$ cat src/rtl/prga_fifo_pkg.sv
// Shared definitions for the PRGA FIFO adapters: the occupancy-state type
// used by the lookahead-to-non-lookahead buffer and its encoding width.
package prga_fifo_pkg;

    // Width of the occupancy-state encoding
    localparam int COUNT_WIDTH = 2;

    // Number of words held in the 2-entry buffer
    typedef enum logic [COUNT_WIDTH-1:0] {
        EMPTY = 2'd0,
        ONE   = 2'd1,
        TWO   = 2'd2
    } count_e;

endpackage : prga_fifo_pkg

$ cat src/rtl/fifo_lookahead_to_nl_buffer.sv
// Adapts an upstream lookahead (first-word-fall-through) FIFO to a downstream
// non-lookahead interface: data appears on dout the cycle after an accepted rd
// and stays there until the next accepted rd. A 2-entry buffer decouples the
// upstream pop from the downstream read, so rd never reaches rd_i combinationally
// and one word per cycle is sustained.
// Optional feature: define PRGA_FIFO_UNDERFLOW_FLAG_EN to add a sticky
// underflow output, set by any rd seen while empty and cleared only by rst.
module fifo_lookahead_to_nl_buffer
    import prga_fifo_pkg::*;
#(
    parameter int DATA_WIDTH = 8
) (
    input  logic                  clk,
    input  logic                  rst,
    // upstream lookahead FIFO
    input  logic                  empty_i,
    output logic                  rd_i,
    input  logic [DATA_WIDTH-1:0] dout_i,
    // downstream non-lookahead interface
    output logic                  empty,
    input  logic                  rd,
    output logic [DATA_WIDTH-1:0] dout
`ifdef PRGA_FIFO_UNDERFLOW_FLAG_EN
    ,
    output logic                  underflow
`endif
);

    count_e                count;
    count_e                count_next;
    logic [DATA_WIDTH-1:0] slot0;
    logic [DATA_WIDTH-1:0] slot1;
    logic [DATA_WIDTH-1:0] slot0_next;
    logic [DATA_WIDTH-1:0] slot1_next;
    logic                  push;
    logic                  pop;

    // NOTE: rst is folded into rd_i so the upstream FIFO is never popped while
    // reset is held, even though the state register already reads EMPTY.
    assign rd_i  = !rst && !empty_i && (count != TWO);
    assign push  = rd_i;
    assign pop   = rd && (count != EMPTY);
    assign empty = (count == EMPTY);

    // Next occupancy and slot contents; a same-cycle pop frees slot0 before the push lands
    always_comb begin
        // NOTE: every output of this block is defaulted first so no path
        // through the case can infer a latch.
        count_next = count;
        slot0_next = slot0;
        slot1_next = slot1;
        case (count)
            EMPTY: begin
                if (push) begin
                    count_next = ONE;
                    slot0_next = dout_i;
                end
            end
            ONE: begin
                case ({push, pop})
                    2'b10: begin
                        count_next = TWO;
                        slot1_next = dout_i;
                    end
                    2'b01: begin
                        count_next = EMPTY;
                    end
                    2'b11: begin
                        // old head leaves on dout, new word becomes head
                        slot0_next = dout_i;
                    end
                    default: ;
                endcase
            end
            TWO: begin
                // push is impossible here because rd_i is low in TWO
                if (pop) begin
                    count_next = ONE;
                    slot0_next = slot1;
                end
            end
            default: begin
                count_next = EMPTY;
            end
        endcase
    end

    // State, buffer slots and the held output word
    always_ff @(posedge clk or posedge rst) begin
        if (rst) begin
            // NOTE: the data slots and dout are reset too, so the outputs are
            // deterministic (dout=0) during and right after reset.
            count <= EMPTY;
            slot0 <= '0;
            slot1 <= '0;
            dout  <= '0;
        end else begin
            count <= count_next;
            slot0 <= slot0_next;
            slot1 <= slot1_next;
            if (pop) begin
                dout <= slot0;
            end
        end
    end

`ifdef PRGA_FIFO_UNDERFLOW_FLAG_EN
    // Sticky flag for any read attempted while the buffer is empty
    always_ff @(posedge clk or posedge rst) begin
        if (rst) begin
            underflow <= 1'b0;
        end else if (rd && (count == EMPTY)) begin
            underflow <= 1'b1;
        end
    end
`endif

endmodule : fifo_lookahead_to_nl_buffer

$ cat config.mk
export PLATFORM = sky130hd
export DESIGN_NAME = fifo_lookahead_to_nl_buffer
export DESIGN_NICKNAME = d
export VERILOG_FILES = /design/src/rtl/prga_fifo_pkg.sv /design/src/rtl/fifo_lookahead_to_nl_buffer.sv
export SDC_FILE = /design/constraint.sdc
export NUM_CORES = 1
export LEC_CHECK = 0
export CAP_MARGIN = 20
export CELL_PAD_IN_SITES_DETAIL_PLACEMENT = 1
export CELL_PAD_IN_SITES_GLOBAL_PLACEMENT = 2
export CORE_UTILIZATION = 35
export CTS_CLUSTER_DIAMETER = 200
export DETAILED_ROUTE_END_ITERATION = 8
export PLACE_DENSITY_LB_ADDON = 0.25
export SLEW_MARGIN = 30
export SYNTH_ARGS = -nofsm -noshare
export SYNTH_HDL_FRONTEND = slang
export SYNTH_SLANG_ARGS = --single-unit
export TNS_END_PERCENT = 5
$ cat constraint.sdc
create_clock -name clk -period 2.7 [get_ports clk]
set_input_delay 0.54 -clock clk [delete_from_list [all_inputs] [get_ports clk]]
set_output_delay 0.54 -clock clk [all_outputs]
set_load 0.03 [all_outputs]
==> flow_summary_export.csv, run 1 <==
group,metric,value,unit
floorplanning,die_height,60.1,um
cts,cts_buffer_depth,2,
grt,grt_max_degree,27,
final_layout,num-fill-cells,330,
synth,synth.area.top_cells,"dfrtp_1 (55%), mux2_2 (23%), mux2_4 (10%)",
route,wl_per_cell,16.0,um
grt,grt_use_total,0.150,
flow_run,cap_violations,0,
grt,antenna_found_initial,0,
outcome,status,"finished, final reports clean",
min_path,hp-start,"slot1[4]",
worst_setup_path,arrival,1.70,ns
sta,setup-violations-final,0,
worst_setup_path,required,2.16,ns
synth,async_flop_share,1.00,
synth,syn_area_per_cell,15.1,um2
power_and_ir_drop,peakVddDrop,567,uV
cts,cts-root-buf,"clkbuf_4",
final_layout,n_antenna_cell,0,
worst_setup_path,crit_fanout,3,
synth,yosysMostFrequentCell,"dfrtp_1",
synth,synth-edff-count,0,
worst_setup_path,worstSetupPathType,"input port to output pin",
route,drc_errors,0,
final_layout,area_growth,28.2,%
placement,port_buffers,21,
worst_setup_path,r2r_cells,6,
worst_setup_path,worstSetupStartpointType,"input port",
sta,final_hold_viol_count,0,
sta,worst_clock_skew,0.00484,ns
cts,clock_sinks,26,
route,drt_wl_total,2.38,mm
synth,synth_top_area_cell,"dfrtp_1",
route,num_vias,717,
min_path,hp-class,"register to register",
worst_setup_path,r2r-start,"count[0]",
synth,synthDistinctLibCells,15,
cts,insertion_delay,0.32,ns
power_and_ir_drop,total_power,1.83,mW
cts,clkTransAtPathRegs,0.13,ns
sta,layout_min_cycle_time,2.24,ns
final_layout,layout-drive-gt1-share,0.400,
min_path,min_to,"slot1[4]",
placement,gp_congestion,0.700,
worst_setup_path,critPathCaptureType,"output pin",
worst_setup_path,rrSetupSlack,0.67,ns
synth,synthCells,78,
cts,htree_levels,1,
sta,finalCritPeriodShare,0.831,
placement,postPlaceCellArea,1460,um2
cts,cts_resized,0,
synth,synthTopCellsByCount,"dfrtp_1 (26), mux2_2 (24), mux2_4 (8), inv_1 (4), ha_1 (3)",
synth,synth_top_cell_area_share,0.551,
sta,slew_viol_final,0,
final_layout,design_area,1510,um2
route,dr.pass1.iters,2,
route,drtIter0Drc,5,
sta,fin_setup_tns,0,ns
route,vias_per_cell,4.81,
synth,seq_area_frac_synth,0.551,
synth,netlist_area,1180,um2
sta,relSlewSlack,0.683,
placement,post-dp-hpwl,1.64,mm
final_layout,nNetsFinal,121,
grt,grt_pass1_wl,3.68,mm
grt,grt_pass1_vias,723,
cts,cts_tree,"built",
cts,cts_setup_buffers,0,
power_and_ir_drop,leakage,0.678,nW
floorplanning,start_util,0.377,
grt,overflow,0,
floorplanning,die_w,60.1,um
synth,synthFlopType,"dfrtp_1",
power_and_ir_drop,power_density,1210,nW/um2
synth,ys_ff_latch,26,
cts,cts_buffers,3,
worst_setup_path,r2r_end,"slot0[5]",
min_path,hold_depth,1,
floorplanning,std_cell_rows,20,
cts,hold_buffers,0,
route,ant_nets,0,
floorplanning,die_area,3610,um2
sta,tightestPinTransition,0.472,ns
sta,rsz0062_at_grt,"no",
floorplanning,core_area,3130,um2
floorplanning,pin_count,22,
synth,syn_nets,93,
synth,ys_warn_count,0,
sta,max_freq,446,MHz
-- worst max-delay path by stage --
stage / start / to
6_report: empty_i / rd_i
5_1_grt: rst / rd_i
4_1_cts: rst / rd_i
3_5_place_dp: rst / slot0[1]
3_3_place_gp: rd / slot0[5]
2_1_floorplan: count[1] / slot0[0]
-- worst max-delay path, stage by stage --
cell and delay [ns]:
clkdlybuf4s50_1 0.45, or3_1 0.42, inv_1 0.12, buf_4 0.17
-- routing by layer --
| metal | vias up | wire (um) | global-route usage |
|---|---|---|---|
| met1 | 364 | 990 | 0.169 |
| met3 | 5 | 96 | 0.0476 |
| met5 | - | 0 | 0 |
| li1 | 332 | - | - |
| met2 | 16 | 1260 | 0.262 |
| met4 | 0 | 31 | 0.0598 |
-- registers in the layout, summed over array words and instances (netlist names) --
name and flops:
dout 8, slot0 8, slot1 8, count 2
-- where the power goes --
part / leakage [nW] / internal [mW] / switching, mW / total [mW]
Combinational: 0.338 / 0.479 / 0.381 / 0.860
Sequential: 0.313 / 0.588 / 0.122 / 0.710
Clock: 0.0279 / 0.150 / 0.114 / 0.264
Total: 0.678 / 1.22 / 0.617 / 1.83
-- kinds of logic after synthesis --
logic type,share of synthesized area
flip-flops,0.551
AO/OA/AOI/OAI,0.0318
AND/OR/NAND/NOR,0.0308
adder cells (fa/ha/maj),0.0318
buffers and inverters,0.0233
multiplexers,0.331
-- final cells by class --
type / count / area [um2] / area share
inverters: 4 / 15.0 / 0.00993
flip-flops and latches: 26 / 651 / 0.430
multi-input cells: 46 / 502 / 0.332
repair buffers: 25 / 238 / 0.157
clock buffers: 3 / 22.5 / 0.0149
well taps: 44 / 55.1 / 0.0364
clock inverters: 1 / 30.0 / 0.0199
-- cell usage in the layout, fill, tap and decap left out, drive strengths merged --
cell,count
mux2,32
dfrtp,26
clkdlybuf4s50,20
buf,5
inv,4
ha,3
clkbuf,3
nor2b,2
a221o,2
nor2,2
o21ai,1
nor4,1
nand2,1
a22o,1
or3,1
bufinv,1
-- stage by stage --
stage	instances	hold WS (ns)	setup WS (ns)	utilization
6_report	149	0.521	0.456	0.484
5_1_grt	149	0.532	0.402	0.484
4_1_cts	149	0.523	0.440	0.484
3_5_place_dp	145	0.492	0.246	0.467
3_3_place_gp	145	0.482	0.298	0.467
2_1_floorplan	78	0.474	0.465	-
Note: power is estimated with default switching activity, not from simulation.
==> run 2, diff against run 1 <==
==> constraint.sdc (replaced) <==
create_clock -name clk -period 2.35 [get_ports clk]
set_input_delay 0.47 -clock clk [delete_from_list [all_inputs] [get_ports clk]]
set_output_delay 0.47 -clock clk [all_outputs]
set_load 0.03 [all_outputs]
==> flow_summary_export.csv, run 2 (synthesis results as in run 1) <==
group,metric,value,unit
final_layout,layout-drive-gt1-share,0.411,
sta,setup-violations-final,0,
min_path,hp-class,"register to register",
worst_setup_path,worstSetupPathType,"input port to output pin",
grt,grt_max_degree,27,
sta,whs,0.519,ns
power_and_ir_drop,leakage,0.688,nW
sta,worst_clock_skew,0.00471,ns
route,wl_met3,89,um
sta,max_freq,477,MHz
route,met1_length,1.05,mm
power_and_ir_drop,total_power,2.11,mW
worst_setup_path,r2r-start,"count[1]",
route,drtIter0Drc,18,
cts,insertion_delay,0.32,ns
sta,final_hold_viol_count,0,
grt,grt_use_total,0.145,
cts,cts-root-buf,"clkbuf_4",
floorplanning,start_util,0.377,
grt,overflow,0,
route,num_vias,711,
worst_setup_path,rrSetupSlack,0.29,ns
worst_setup_path,r2r_cells,7,
sta,finalCritPeriodShare,0.893,
cts,htree_levels,1,
min_path,hp-start,"dout[0]",
final_layout,fin_util,0.488,
floorplanning,pin_count,22,
placement,post-dp-hpwl,1.58,mm
power_and_ir_drop,power_density,1380,nW/um2
placement,port_buffers,21,
route,top_layer_used,"met4",
grt,antenna_found_initial,0,
worst_setup_path,r2r_end,"slot0[2]",
final_layout,final_common_cell,"dfrtp_1",
floorplanning,std_cell_rows,20,
final_layout,final_cell_mix,"dfrtp_1 (26), mux2_2 (24), clkdlybuf4s50_1 (20), mux2_4 (8), buf_4 (7)",
sta,rsz0062_at_grt,"no",
final_layout,area_growth,29.5,%
floorplanning,die_w,60.1,um
power_and_ir_drop,peakVddDrop,424,uV
worst_setup_path,crit_fanout,3,
floorplanning,core_area,3130,um2
route,vias_per_cell,4.71,
cts,cts_tree,"built",
cts,cts_resized,0,
worst_setup_path,required,1.88,ns
route,drc_errors,0,
worst_setup_path,arrival,1.63,ns
min_path,min_to,"dout[0]",
sta,slew_viol_final,0,
placement,gp_congestion,0.735,
worst_setup_path,critPathCaptureType,"output pin",
cts,hold_buffers,0,
route,wl_met2,1.06,mm
route,dr.pass1.iters,4,
sta,layout_min_cycle_time,2.10,ns
cts,cts_buffers,3,
final_layout,reg_top3,"dout x8, slot0 x8, slot1 x8",
cts,cts_setup_buffers,0,
floorplanning,die_area,3610,um2
cts,clock_sinks,26,
worst_setup_path,worstSetupStartpointType,"input port",
final_layout,nNetsFinal,123,
route,drt_wl_total,2.22,mm
floorplanning,die_height,60.1,um
min_path,hold_depth,1,
route,ant_nets,0,
route,wl_per_cell,14.7,um
grt,grt_pass1_vias,781,
cts,clkTransAtPathRegs,0.14,ns
grt,grt_pass1_wl,3.69,mm
outcome,status,"finished, final reports clean",
sta,relSlewSlack,0.749,
flow_run,cap_violations,0,
sta,tightestPinTransition,0.374,ns
final_layout,n_antenna_cell,0,
cts,cts_buffer_depth,2,
run 2: worst max-delay path: stages:
cell	delay, ns
clkdlybuf4s50_1	0.46
or3_1	0.41
inv_1	0.12
buf_4	0.17
run 2: through the flow:
step           area [um2]  instances  setup slack [ns]  TNS, ns
3_5_place_dp         1480        147           -0.0388   -0.149
5_1_grt              1530        151             0.222        0
4_1_cts              1530        151             0.271        0
6_report             1530        151             0.252        0
3_3_place_gp         1480        147            0.0183        0
2_1_floorplan        1180         78             0.115        0
run 2: report_power, final:
group / leakage [nW] / internal [mW] / switching, mW
clock network: 0.0279 / 0.172 / 0.134
registers: 0.313 / 0.675 / 0.130
logic: 0.348 / 0.559 / 0.435
total: 0.688 / 1.41 / 0.698
run 2: metal layers:
metal / global-route usage / up-vias
li1: - / 338
met1: 0.185 / 356
met2: 0.237 / 13
met3: 0.0303 / 4
met4: 0.0598 / 0
met5: 0 / -
run 2: layout make-up:
type	instances	area (um2)
fillers	324	1600
flip-flops and latches	26	651
multi-input cells	46	502
repair buffers	27	253
well taps	44	55.1
clock inverters	1	30.0
clock buffers	3	22.5
inverters	4	15.0
run 2: worst max path at each step:
stage / endpoint / start / cells past startpoint / slack, ns
5_1_grt: rd_i / count[1] / 4 / 0.22
2_1_floorplan: slot0[0] / count[1] / 8 / 0.12
3_5_place_dp: slot0[4] / rst / 7 / -0.04
3_3_place_gp: slot0[4] / rst / 7 / 0.02
6_report: rd_i / rst / 4 / 0.25
4_1_cts: rd_i / count[1] / 4 / 0.27
==> run 3, diff against run 2 <==
--- a/config.mk
+++ b/config.mk
@@ -5,13 +5,13 @@
 export SDC_FILE = /design/constraint.sdc
 export NUM_CORES = 1
 export LEC_CHECK = 0
-export CAP_MARGIN = 20
 export CELL_PAD_IN_SITES_DETAIL_PLACEMENT = 1
 export CELL_PAD_IN_SITES_GLOBAL_PLACEMENT = 2
 export CORE_UTILIZATION = 35
 export CTS_CLUSTER_DIAMETER = 200
 export DETAILED_ROUTE_END_ITERATION = 8
 export PLACE_DENSITY_LB_ADDON = 0.25
+export SKIP_LAST_GASP = 1
 export SLEW_MARGIN = 30
 export SYNTH_ARGS = -nofsm -noshare
 export SYNTH_HDL_FRONTEND = slang
==> results of run 3 <==
No change in the layout: final DEF, timing and power equal those of run 2.
